[src/rtl/seg7_pkg.sv]
// seg7_pkg: digit count and seven-segment glyph constants (bit0 = a .. bit6 = g)
package seg7_pkg;
  localparam int NUM_DIGITS = 6;
  localparam logic [6:0] SEG_0 = 7'h3F;
  localparam logic [6:0] SEG_1 = 7'h06;
  localparam logic [6:0] SEG_2 = 7'h5B;
  localparam logic [6:0] SEG_3 = 7'h4F;
  localparam logic [6:0] SEG_4 = 7'h66;
  localparam logic [6:0] SEG_5 = 7'h6D;
  localparam logic [6:0] SEG_6 = 7'h7D;
  localparam logic [6:0] SEG_7 = 7'h07;
  localparam logic [6:0] SEG_8 = 7'h7F;
  localparam logic [6:0] SEG_9 = 7'h6F;
  localparam logic [6:0] SEG_DASH = 7'h40;
  localparam logic [6:0] SEG_OFF = 7'h00;
endpackage

[src/rtl/seg7_scan_if.sv]
// seg7_scan_if: digit inputs from the counter stages and multiplexed display outputs
interface seg7_scan_if;
  logic en;
  logic [7:0] d0, d1, d2, d3, d4, d5;
  logic blank_lz;
  logic [5:0] dp_mask;
  logic [6:0] seg;
  logic dp;
  logic [5:0] an;
  logic frame;
  modport master (output en, d0, d1, d2, d3, d4, d5, blank_lz, dp_mask, input seg, dp, an, frame);
  modport slave (input en, d0, d1, d2, d3, d4, d5, blank_lz, dp_mask, output seg, dp, an, frame);
endinterface

[src/rtl/seg7_decode.sv]
// seg7_decode: binary digit value to segment pattern, dash for anything above 9
module seg7_decode
  import seg7_pkg::*;
(
  input  logic [7:0] v_i,
  output logic [6:0] seg_o
);
  always_comb begin
    case (v_i)
      8'd0: seg_o = SEG_0;
      8'd1: seg_o = SEG_1;
      8'd2: seg_o = SEG_2;
      8'd3: seg_o = SEG_3;
      8'd4: seg_o = SEG_4;
      8'd5: seg_o = SEG_5;
      8'd6: seg_o = SEG_6;
      8'd7: seg_o = SEG_7;
      8'd8: seg_o = SEG_8;
      8'd9: seg_o = SEG_9;
      default: seg_o = SEG_DASH;
    endcase
  end
endmodule

[src/rtl/seg7_scan.sv]
// seg7_scan: six-digit multiplexed display scanner with dead-time and per-frame shadow capture
module seg7_scan
  import seg7_pkg::*;
#(
  parameter int SCAN_DIV = 1000,
  parameter int DEADTIME = 4
) (
  input logic clk,
  input logic rst,
  seg7_scan_if.slave io
);
  localparam int CW = $clog2(SCAN_DIV);
  logic [CW-1:0] cnt_q, cnt_d;
  logic [2:0] idx_q, idx_d;
  logic [NUM_DIGITS-1:0][7:0] sh_q, sh_d;
  logic lz_q, lz_d;
  logic [NUM_DIGITS-1:0] dpm_q, dpm_d;
  logic [6:0] seg_q, seg_d, dec;
  logic [NUM_DIGITS-1:0] an_q, an_d;
  logic dp_q, dp_d, frame_q, frame_d;
  logic wrap, last, drive, blank;
  seg7_decode u_dec (.v_i(sh_q[idx_q]), .seg_o(dec));
  always_comb begin
    wrap = cnt_q == CW'(SCAN_DIV - 1);
    last = idx_q == 3'(NUM_DIGITS - 1);
    cnt_d = !io.en ? cnt_q : wrap ? '0 : cnt_q + 1'b1;
    idx_d = !(io.en && wrap) ? idx_q : last ? '0 : idx_q + 1'b1;
    frame_d = io.en && wrap && last;
    sh_d = frame_d ? {io.d5, io.d4, io.d3, io.d2, io.d1, io.d0} : sh_q;
    lz_d = frame_d ? io.blank_lz : lz_q;
    dpm_d = frame_d ? io.dp_mask : dpm_q;
    // the anodes go dark for the first DEADTIME cycles of every slot to avoid ghosting
    drive = io.en && cnt_q >= CW'(DEADTIME);
    blank = lz_q && last && sh_q[NUM_DIGITS-1] == '0;
    seg_d = (!drive || blank) ? SEG_OFF : dec;
    dp_d = drive && dpm_q[idx_q];
    an_d = drive ? ~(NUM_DIGITS'(1) << idx_q) : '1;
  end
  always_ff @(posedge clk) begin
    if (rst) begin
      cnt_q <= '0;
      idx_q <= '0;
      sh_q <= '0;
      lz_q <= 1'b0;
      dpm_q <= '0;
      seg_q <= SEG_OFF;
      dp_q <= 1'b0;
      an_q <= '1;
      frame_q <= 1'b0;
    end else begin
      cnt_q <= cnt_d;
      idx_q <= idx_d;
      sh_q <= sh_d;
      lz_q <= lz_d;
      dpm_q <= dpm_d;
      seg_q <= seg_d;
      dp_q <= dp_d;
      an_q <= an_d;
      frame_q <= frame_d;
    end
  end
  assign io.seg = seg_q;
  assign io.dp = dp_q;
  assign io.an = an_q;
  assign io.frame = frame_q;
endmodule

[src/flat_wrapper.sv]
// flat-port wrapper written by rule: the top's interface ports become plain ports
module seg7_scan_flat import seg7_pkg::*;
#(
  parameter int SCAN_DIV = 1000,
  parameter int DEADTIME = 4
)
  (clk, rst, io_en, io_d0, io_d1, io_d2, io_d3, io_d4, io_d5, io_blank_lz, io_dp_mask, io_seg, io_dp, io_an, io_frame);
  seg7_scan_if io_i ();
  input logic clk;
  input logic rst;
  input wire logic [$bits(io_i.en)-1:0] io_en;
  input wire logic [$bits(io_i.d0)-1:0] io_d0;
  input wire logic [$bits(io_i.d1)-1:0] io_d1;
  input wire logic [$bits(io_i.d2)-1:0] io_d2;
  input wire logic [$bits(io_i.d3)-1:0] io_d3;
  input wire logic [$bits(io_i.d4)-1:0] io_d4;
  input wire logic [$bits(io_i.d5)-1:0] io_d5;
  input wire logic [$bits(io_i.blank_lz)-1:0] io_blank_lz;
  input wire logic [$bits(io_i.dp_mask)-1:0] io_dp_mask;
  output wire logic [$bits(io_i.seg)-1:0] io_seg;
  output wire logic [$bits(io_i.dp)-1:0] io_dp;
  output wire logic [$bits(io_i.an)-1:0] io_an;
  output wire logic [$bits(io_i.frame)-1:0] io_frame;
  assign io_i.en = io_en;
  assign io_i.d0 = io_d0;
  assign io_i.d1 = io_d1;
  assign io_i.d2 = io_d2;
  assign io_i.d3 = io_d3;
  assign io_i.d4 = io_d4;
  assign io_i.d5 = io_d5;
  assign io_i.blank_lz = io_blank_lz;
  assign io_i.dp_mask = io_dp_mask;
  assign io_seg = io_i.seg;
  assign io_dp = io_i.dp;
  assign io_an = io_i.an;
  assign io_frame = io_i.frame;
  seg7_scan #(.SCAN_DIV(SCAN_DIV), .DEADTIME(DEADTIME)) u_core (.clk(clk), .rst(rst), .io(io_i));
endmodule
[config.mk]
export PLATFORM = sky130hd
export DESIGN_NAME = seg7_scan_flat
export DESIGN_NICKNAME = d
export VERILOG_FILES = /design/src/rtl/seg7_pkg.sv /design/src/rtl/seg7_scan_if.sv /design/src/rtl/seg7_decode.sv /design/src/rtl/seg7_scan.sv /design/src/flat_wrapper.sv
export SDC_FILE = /design/constraint.sdc
export NUM_CORES = 1
export LEC_CHECK = 0
export CAP_MARGIN = 20
export CORE_MARGIN = 4
export CORE_UTILIZATION = 52
export DETAILED_ROUTE_END_ITERATION = 8
export GPL_TIMING_DRIVEN = 0
export PLACE_DENSITY = 0.76
export RECOVER_POWER = 50
export SLEW_MARGIN = 0
export SYNTH_ARGS = -nofsm -noshare
export SYNTH_HDL_FRONTEND = slang
export SYNTH_HIERARCHICAL = 1
export SYNTH_SLANG_ARGS = --single-unit
export TNS_END_PERCENT = 1
[constraint.sdc]
create_clock -name clk -period 3.1 [get_ports clk]
set_input_delay 0.31 -clock clk [delete_from_list [all_inputs] [get_ports clk]]
set_output_delay 0.31 -clock clk [all_outputs]
set_load 0.01 [all_outputs]
; Word level (Yosys, flattened, before mapping)
; Memory sizes are Yosys's and may differ from the RTL's.
; Index checks and enable logic that the tools add are counted.
[word_totals]
rom_bits = 112
regBits = 83
mem_count = 1
output_inout_bits = 15
[classes]
n_lt_le_gt_ge = 2
n_addsub = 2
n_shift = 1
bitwise_logic = 3
n_mux = 7
reduce_logical = 13
n_eq_ne = 2
[memory_table]
columns = name, words, word_bits, read_ports, rd_clocked_by_memory_dff, wr, line
row1 = (name not given), 16, 7, 1, 0, 0, seg7_decode.sv:9  ; case (v_i)
[ops]
columns = cell, count
row1 = 8-bit binary-select mux with 3-bit select, 1
row2 = "10-bit by 1-bit adder with 10-bit output, second input constant", 1
row3 = "10-bit equality test, second input constant", 1
row4 = "10-bit by 3-bit greater-or-equal comparator with 1-bit output, second input constant", 1
row5 = 10-bit 2-to-1 mux, 1
row6 = 8-bit logical NOT, 1
row7 = 8-bit 2-to-1 mux, 1
row8 = 7-bit 2-to-1 mux, 1
row9 = 1-bit logical AND, 6
row10 = 6-bit inverter, 1
row11 = "1-bit by 3-bit << shifter with 6-bit output, first input constant", 1
row12 = 4-bit logical NOT, 1
row13 = "3-bit by 4-bit less-than comparator with 1-bit output, second input constant", 1
row14 = 2-bit OR reduction, 2
row15 = "3-bit by 1-bit adder with 3-bit output, second input constant", 1
row16 = 1-bit binary-select mux with 3-bit select, 1
row17 = "3-bit equality test, second input constant", 1
row18 = 3-bit 2-to-1 mux, 1
row19 = 3-bit OR reduction, 1
row20 = 1-bit inverter, 2
row21 = 1-bit logical NOT, 1
row22 = 1-bit logical OR, 1
row23 = 1-bit 2-to-1 mux, 1

; Logic depth before layout (Yosys ltp)
[logic_depth]
word_depth = 5
depth_mapped = 11
mapped_depth_nobuf = 9

; Cells and area by module
; The synthesis kept the hierarchy.
[modules_own_cells]
columns = mod, cells_per_inst, instances, area_per_inst_um2
row1 = seg7_scan, 399, 1, 3748.6
row2 = seg7_decode, 36, 1, 231.5

; Worst setup path before layout
; Ideal clock, no wire load.
[synth_timing]
kind = reg-to-reg
from = reg u_core.idx_q[0]
to = reg u_core.seg_q[0] (netlist: u_core/io.seg[0])
path_buffers = 3
path_stages_with_launch = 12
synth_period_minus_slack_ns = 2.520
path_slack_ns = 0.580
arrival_time_ns = 2.440
path_cell_list = dfxtp_1 buf_4 buf_2 buf_2 mux2i_1 o21ai_0 inv_1 ha_1 or2_2 a21oi_1 o21a_1 nor3b_1
[synth_between]
elab_chain_len = 5
[synth_rtl]
columns = element, line
row1 = start: declaration, seg7_scan.sv:14  ; logic [2:0] idx_q, idx_d;
row2 = start signal: assignment, seg7_scan.sv:52  ; idx_q <= idx_d;
row3 = branches (longest 5 deep; another with memory 16 x 7 bit), n/a
row4 = end signal: assignment, seg7_scan.sv:56  ; seg_q <= seg_d;
row5 = end: declaration, seg7_scan.sv:18  ; logic [6:0] seg_q, seg_d, dec;
; Several ways; the timed one is not identified. The select of a mux whose other input is x is not followed.
; A chain may end at the register's enable or synchronous reset.

; Worst setup path after layout
[layout_timing]
from = reg u_core.cnt_q[0]
to = reg u_core/sh_q[10] in the netlist's numbering
[layout_between]
elab_chain_len = 3
[layout_rtl]
columns = element, line
row1 = start: declaration, seg7_scan.sv:13  ; logic [CW-1:0] cnt_q, cnt_d;
row2 = start signal: assignment, seg7_scan.sv:51  ; cnt_q <= cnt_d;
row3 = 10-bit equality test, seg7_scan.sv:24  ; wrap = cnt_q == CW'(SCAN_DIV - 1);
row4 = 1-bit logical AND (2 in series), seg7_scan.sv:28  ; frame_d = io.en && wrap && last;
row5 = end signal: assignment, seg7_scan.sv:43  ; sh_q <= '0;
row6 = end signal: assignment, seg7_scan.sv:53  ; sh_q <= sh_d;
row7 = end: declaration, seg7_scan.sv:15  ; logic [NUM_DIGITS-1:0][7:0] sh_q, sh_d;
; No other way between the ends.

==> metrics.txt <==
# TYPE chip_impl_metric gauge
chip_impl_metric{name="worst-slew-pin-transition",unit="ps"} 868
chip_impl_info{name="timing.critical_path.cells",value="ha_1 -> nand4bb_1 -> nor4_1 -> clkbuf_1 -> buf_6 -> mux2i_1"} 1
chip_impl_metric{name="grt_total_ovfl",unit=""} 0
chip_impl_metric{name="synth_seq_cells",unit=""} 83
chip_impl_metric{name="io_pins",unit=""} 73
chip_impl_info{name="most_common_cell_after_layout_fill_and_taps_aside",value="sky130_fd_sc_hd__nand2_1"} 1
chip_impl_metric{name="placed_cells",unit=""} 605
chip_impl_metric{name="grt_antenna_before_repair",unit=""} 0
chip_impl_metric{name="power.static_leakage",unit="nW"} 1.70
chip_impl_metric{name="fin_crit_sh",unit="%"} 90.1
chip_impl_metric{name="power_density",unit="nW/um^2"} 400
chip_impl_metric{name="io_buffer_count",unit=""} 71
chip_impl_metric{name="placed_cell_area",unit="sq um"} 4810
chip_impl_metric{name="filler_cell_count",unit=""} 594
chip_impl_info{name="setup.worst_path.class",value="reg2reg"} 1
chip_impl_metric{name="drt_pre_antenna_iters",unit=""} 4
chip_impl_metric{name="drcViolationCount",unit=""} 0
chip_impl_metric{name="syn-instance-count",unit=""} 435
chip_impl_metric{name="worst_case_reg_to_reg_path_depth",unit=""} 6
chip_impl_metric{name="grt_pass1_vias",unit=""} 3146
chip_impl_metric{name="grt_pass1_wl",unit="microns"} 14300
chip_impl_metric{name="finalWorstPathRequiredPeriod",unit="ps"} 2790
chip_impl_metric{name="avg_inst_size_synth",unit="sq um"} 9.15
chip_impl_metric{name="synth.cell_area",unit="sq um"} 3980
chip_impl_metric{name="hold_viol",unit=""} 0
chip_impl_metric{name="clk-insertion-delay-late",unit="ps"} 350
chip_impl_metric{name="total_cts_buffers",unit=""} 9
chip_impl_info{name="synth.area.top_cells",value="sky130_fd_sc_hd__dfxtp_1, sky130_fd_sc_hd__mux2i_1, sky130_fd_sc_hd__nand2_1"} 1
chip_impl_metric{name="skew",unit="ps"} 9.66
chip_impl_metric{name="yosysTopAreaCellShare",unit="%"} 41.7
chip_impl_info{name="worstSetupEndpointType",value="flip-flop"} 1
chip_impl_metric{name="r2r_setup_slack",unit="ps"} 310
chip_impl_metric{name="post_drt_wl_per_cell",unit="microns"} 14.6
chip_impl_metric{name="floorplan.die.height",unit="microns"} 95.5
chip_impl_metric{name="track_usage",unit="%"} 20.3
chip_impl_metric{name="worst_hold_path.num_cells",unit=""} 2
chip_impl_metric{name="htree_depth",unit=""} 3
chip_impl_metric{name="cp_slowest_stage_delay",unit="ps"} 710
chip_impl_metric{name="rows",unit=""} 31
chip_impl_metric{name="via_count",unit=""} 3247
chip_impl_metric{name="post_layout_instance_count_excluding_filler_cells",unit=""} 621
chip_impl_metric{name="number_of_synthesized_flops_with_an_enable_pin",unit=""} 0
chip_impl_info{name="clock_tree.root_cell",value="sky130_fd_sc_hd__clkbuf_8"} 1
chip_impl_info{name="run_status",value="finished, final reports clean"} 1
chip_impl_metric{name="yosys.cell_types.count",unit=""} 47
chip_impl_metric{name="setup-violations-final",unit=""} 0
chip_impl_info{name="clock_tree_from_tritoncts",value="done"} 1
chip_impl_info{name="min_path_type",value="in2reg"} 1
chip_impl_metric{name="cts.sink_count",unit=""} 83
chip_impl_metric{name="post_drt_via_cell_ratio",unit=""} 5.23
chip_impl_metric{name="postCtsSetupBuffers",unit=""} 0
chip_impl_metric{name="design.die.area",unit="sq um"} 9120
chip_impl_metric{name="routed_antenna_nets",unit=""} 0
chip_impl_metric{name="totalWireLength",unit="microns"} 9050
chip_impl_metric{name="clock.fmax",unit="MHz"} 358
chip_impl_metric{name="area_delta_synth_final",unit="%"} 24.9
chip_impl_metric{name="die_w",unit="microns"} 95.5
chip_impl_metric{name="yosysSeqAreaShare",unit="%"} 41.7
chip_impl_metric{name="yosysWarnings",unit=""} 6
chip_impl_info{name="synth_top_cell_by_area",value="sky130_fd_sc_hd__dfxtp_1"} 1
chip_impl_metric{name="cts-hold-fix-buffers",unit=""} 0
chip_impl_metric{name="layout.cell_area.non_filler",unit="sq um"} 4970
chip_impl_metric{name="max-slew-margin-rel",unit="%"} 42.1
chip_impl_metric{name="postLayoutSetupSlackWorst",unit="ps"} 308
chip_impl_metric{name="routabilityCongestion",unit=""} 0.852
chip_impl_metric{name="tns",unit="ps"} 0
chip_impl_info{name="start_kind",value="flip-flop"} 1
chip_impl_metric{name="floorplan.initialDensity",unit="%"} 54.3
chip_impl_metric{name="timing.max_cap.violations",unit=""} 0
chip_impl_metric{name="drt_first_iter_violations",unit=""} 170
chip_impl_info{name="critical-path-slowest-cell",value="sky130_fd_sc_hd__clkbuf_1"} 1
chip_impl_metric{name="maximum_number_of_pins_on_one_net_before_global_route_repair",unit=""} 14
chip_impl_metric{name="synth-async-reset-ratio",unit="%"} 0
chip_impl_metric{name="dp.final_hpwl",unit="microns"} 6860
chip_impl_metric{name="worst-endpoint-required",unit="ps"} 3380
chip_impl_metric{name="num_antenna_cells",unit=""} 0
chip_impl_info{name="grt_setup_unrepaired",value="false"} 1
chip_impl_metric{name="multi_input_area",unit="sq um"} 2100
chip_impl_info{name="synth_ff_type",value="sky130_fd_sc_hd__dfxtp_1"} 1
chip_impl_info{name="layout_common_cells",value="sky130_fd_sc_hd__nand2_1, sky130_fd_sc_hd__dfxtp_1, sky130_fd_sc_hd__mux2i_1"} 1
chip_impl_metric{name="placeableCoreArea",unit="sq um"} 7330
chip_impl_metric{name="critical_path_peak_fanout",unit=""} 10
chip_impl_metric{name="seq_area",unit="sq um"} 1660
chip_impl_metric{name="worstPathArrival",unit="ps"} 3070
chip_impl_metric{name="vdd.ir_drop.worst",unit="mV"} 0.267
chip_impl_metric{name="fraction_of_final_layout_cells_sized_beyond_drive_strength_1",unit="%"} 7.66
chip_impl_metric{name="report.final.slew_viol_count",unit=""} 0
chip_impl_metric{name="mappedNetlistNets",unit=""} 501
chip_impl_metric{name="design.final.nets",unit=""} 583
chip_impl_metric{name="buffer_levels_on_the_longest_clock_path",unit=""} 2
chip_impl_metric{name="worst_setup_hold_path_clk_slew",unit="ps"} 80
chip_impl_metric{name="place_worst_setup_slack",unit="ps"} 46.7
state kept, by name, indices dropped and copies added, names as in the netlist, 3 cells and up:
signal         cells
u_core/cnt_q      10
u_core/sh_q       48
u_core/idx_q       3
u_core/dpm_q       6
u_core/io.an       6
u_core/io.seg      7
kinds of logic after synthesis:
| family | synth area share (%) |
|---|---|
| AOI/OAI and AO/OA | 5.85 |
| buffers and inverters | 4.68 |
| xor gates and xnor gates | 0.440 |
| adders and majority gates | 2.52 |
| and+or+nand+nor | 23.0 |
| muxes | 21.7 |
| DFF | 41.7 |
worst paths after layout:
path / startpoint / end
setup reg to reg: u_core/cnt_q[0] / u_core/sh_q[10]
hold / removal: rst / u_core/cnt_q[2]
setup / recovery: u_core/cnt_q[0] / u_core/sh_q[10]
hold reg to reg: u_core/sh_q[23] / u_core/sh_q[23]
stage by stage:
stage | total power, mW | utilization, % | hold slack [ps]
after detailed placement | 1.25 | 65.7 | 447
after global routing | 2.07 | 67.8 | 375
after CTS | 2.00 | 68.3 | 339
final | 1.99 | 67.8 | 344
after global placement | 1.25 | 65.7 | 439
after floorplan | 1.15 | - | 430
what timing repair did:
| action | 4_1_cts | 5_1_grt |
|---|---|---|
| endpoints found under the hold margin | 0 | 0 |
| setup endpoints to repair | 0 | 3 |
| resized for setup | 0 | 2 |
metal layers:
layer	routed length, microns	vias to the layer above	track usage [%]	share of wire (%)
li1	-	1653	-	-
met1	4160	1493	26.2	46
met2	4330	95	34.0	48
met3	498	6	4.74	5.5
met4	66	0	5.81	0.73
met5	0	-	0	0
critical path, delay by kind of cell, from the launching register on:
kind                     cells  cell delay [ps]
adder cells (fa/ha/maj)      1              270
buffers and inverters        2              980
flip-flops                   1              390
multiplexers                 1              200
AND/OR/NAND/NOR              2              860
area by class of cell:
cell class,count,area share (%)
buffer,27,2.77
clock buffer,12,2.92
clock inverter,4,1.01
inverter,10,0.755
multi-input combinational,315,42.3
sequential,83,33.4
tap,99,2.49
timing repair buffer,71,14.3
cell usage after synthesis (2+ instances only):
cell / instances
sky130_fd_sc_hd__nor2_1: 14
sky130_fd_sc_hd__a21oi_1: 13
sky130_fd_sc_hd__o31ai_1: 2
sky130_fd_sc_hd__clkbuf_1: 14
sky130_fd_sc_hd__or3_1: 6
sky130_fd_sc_hd__buf_4: 2
sky130_fd_sc_hd__and2_1: 2
sky130_fd_sc_hd__buf_1: 4
sky130_fd_sc_hd__nand2_1: 130
sky130_fd_sc_hd__inv_1: 8
sky130_fd_sc_hd__nor3_1: 2
sky130_fd_sc_hd__nand4_1: 3
sky130_fd_sc_hd__ha_1: 8
sky130_fd_sc_hd__nor3b_1: 7
sky130_fd_sc_hd__nand2b_1: 6
sky130_fd_sc_hd__mux2i_1: 65
sky130_fd_sc_hd__o21ai_0: 12
sky130_fd_sc_hd__o21a_1: 3
sky130_fd_sc_hd__nor2b_1: 2
sky130_fd_sc_hd__buf_6: 5
sky130_fd_sc_hd__mux4_2: 9
sky130_fd_sc_hd__dfxtp_1: 83
sky130_fd_sc_hd__o311ai_0: 2
sky130_fd_sc_hd__buf_2: 2
sky130_fd_sc_hd__nor4_1: 3
sky130_fd_sc_hd__or2_2: 5
sky130_fd_sc_hd__or4_1: 3
where the power goes:
part	total (mW)	leakage [nW]	switching, mW	internal [mW]
combinational	0.144	0.940	0.0613	0.0831
clock	0.769	0.0926	0.375	0.394
sequential	1.08	0.669	0.00430	1.07
total	1.99	1.70	0.440	1.55
(Power assumes the default switching activity.)
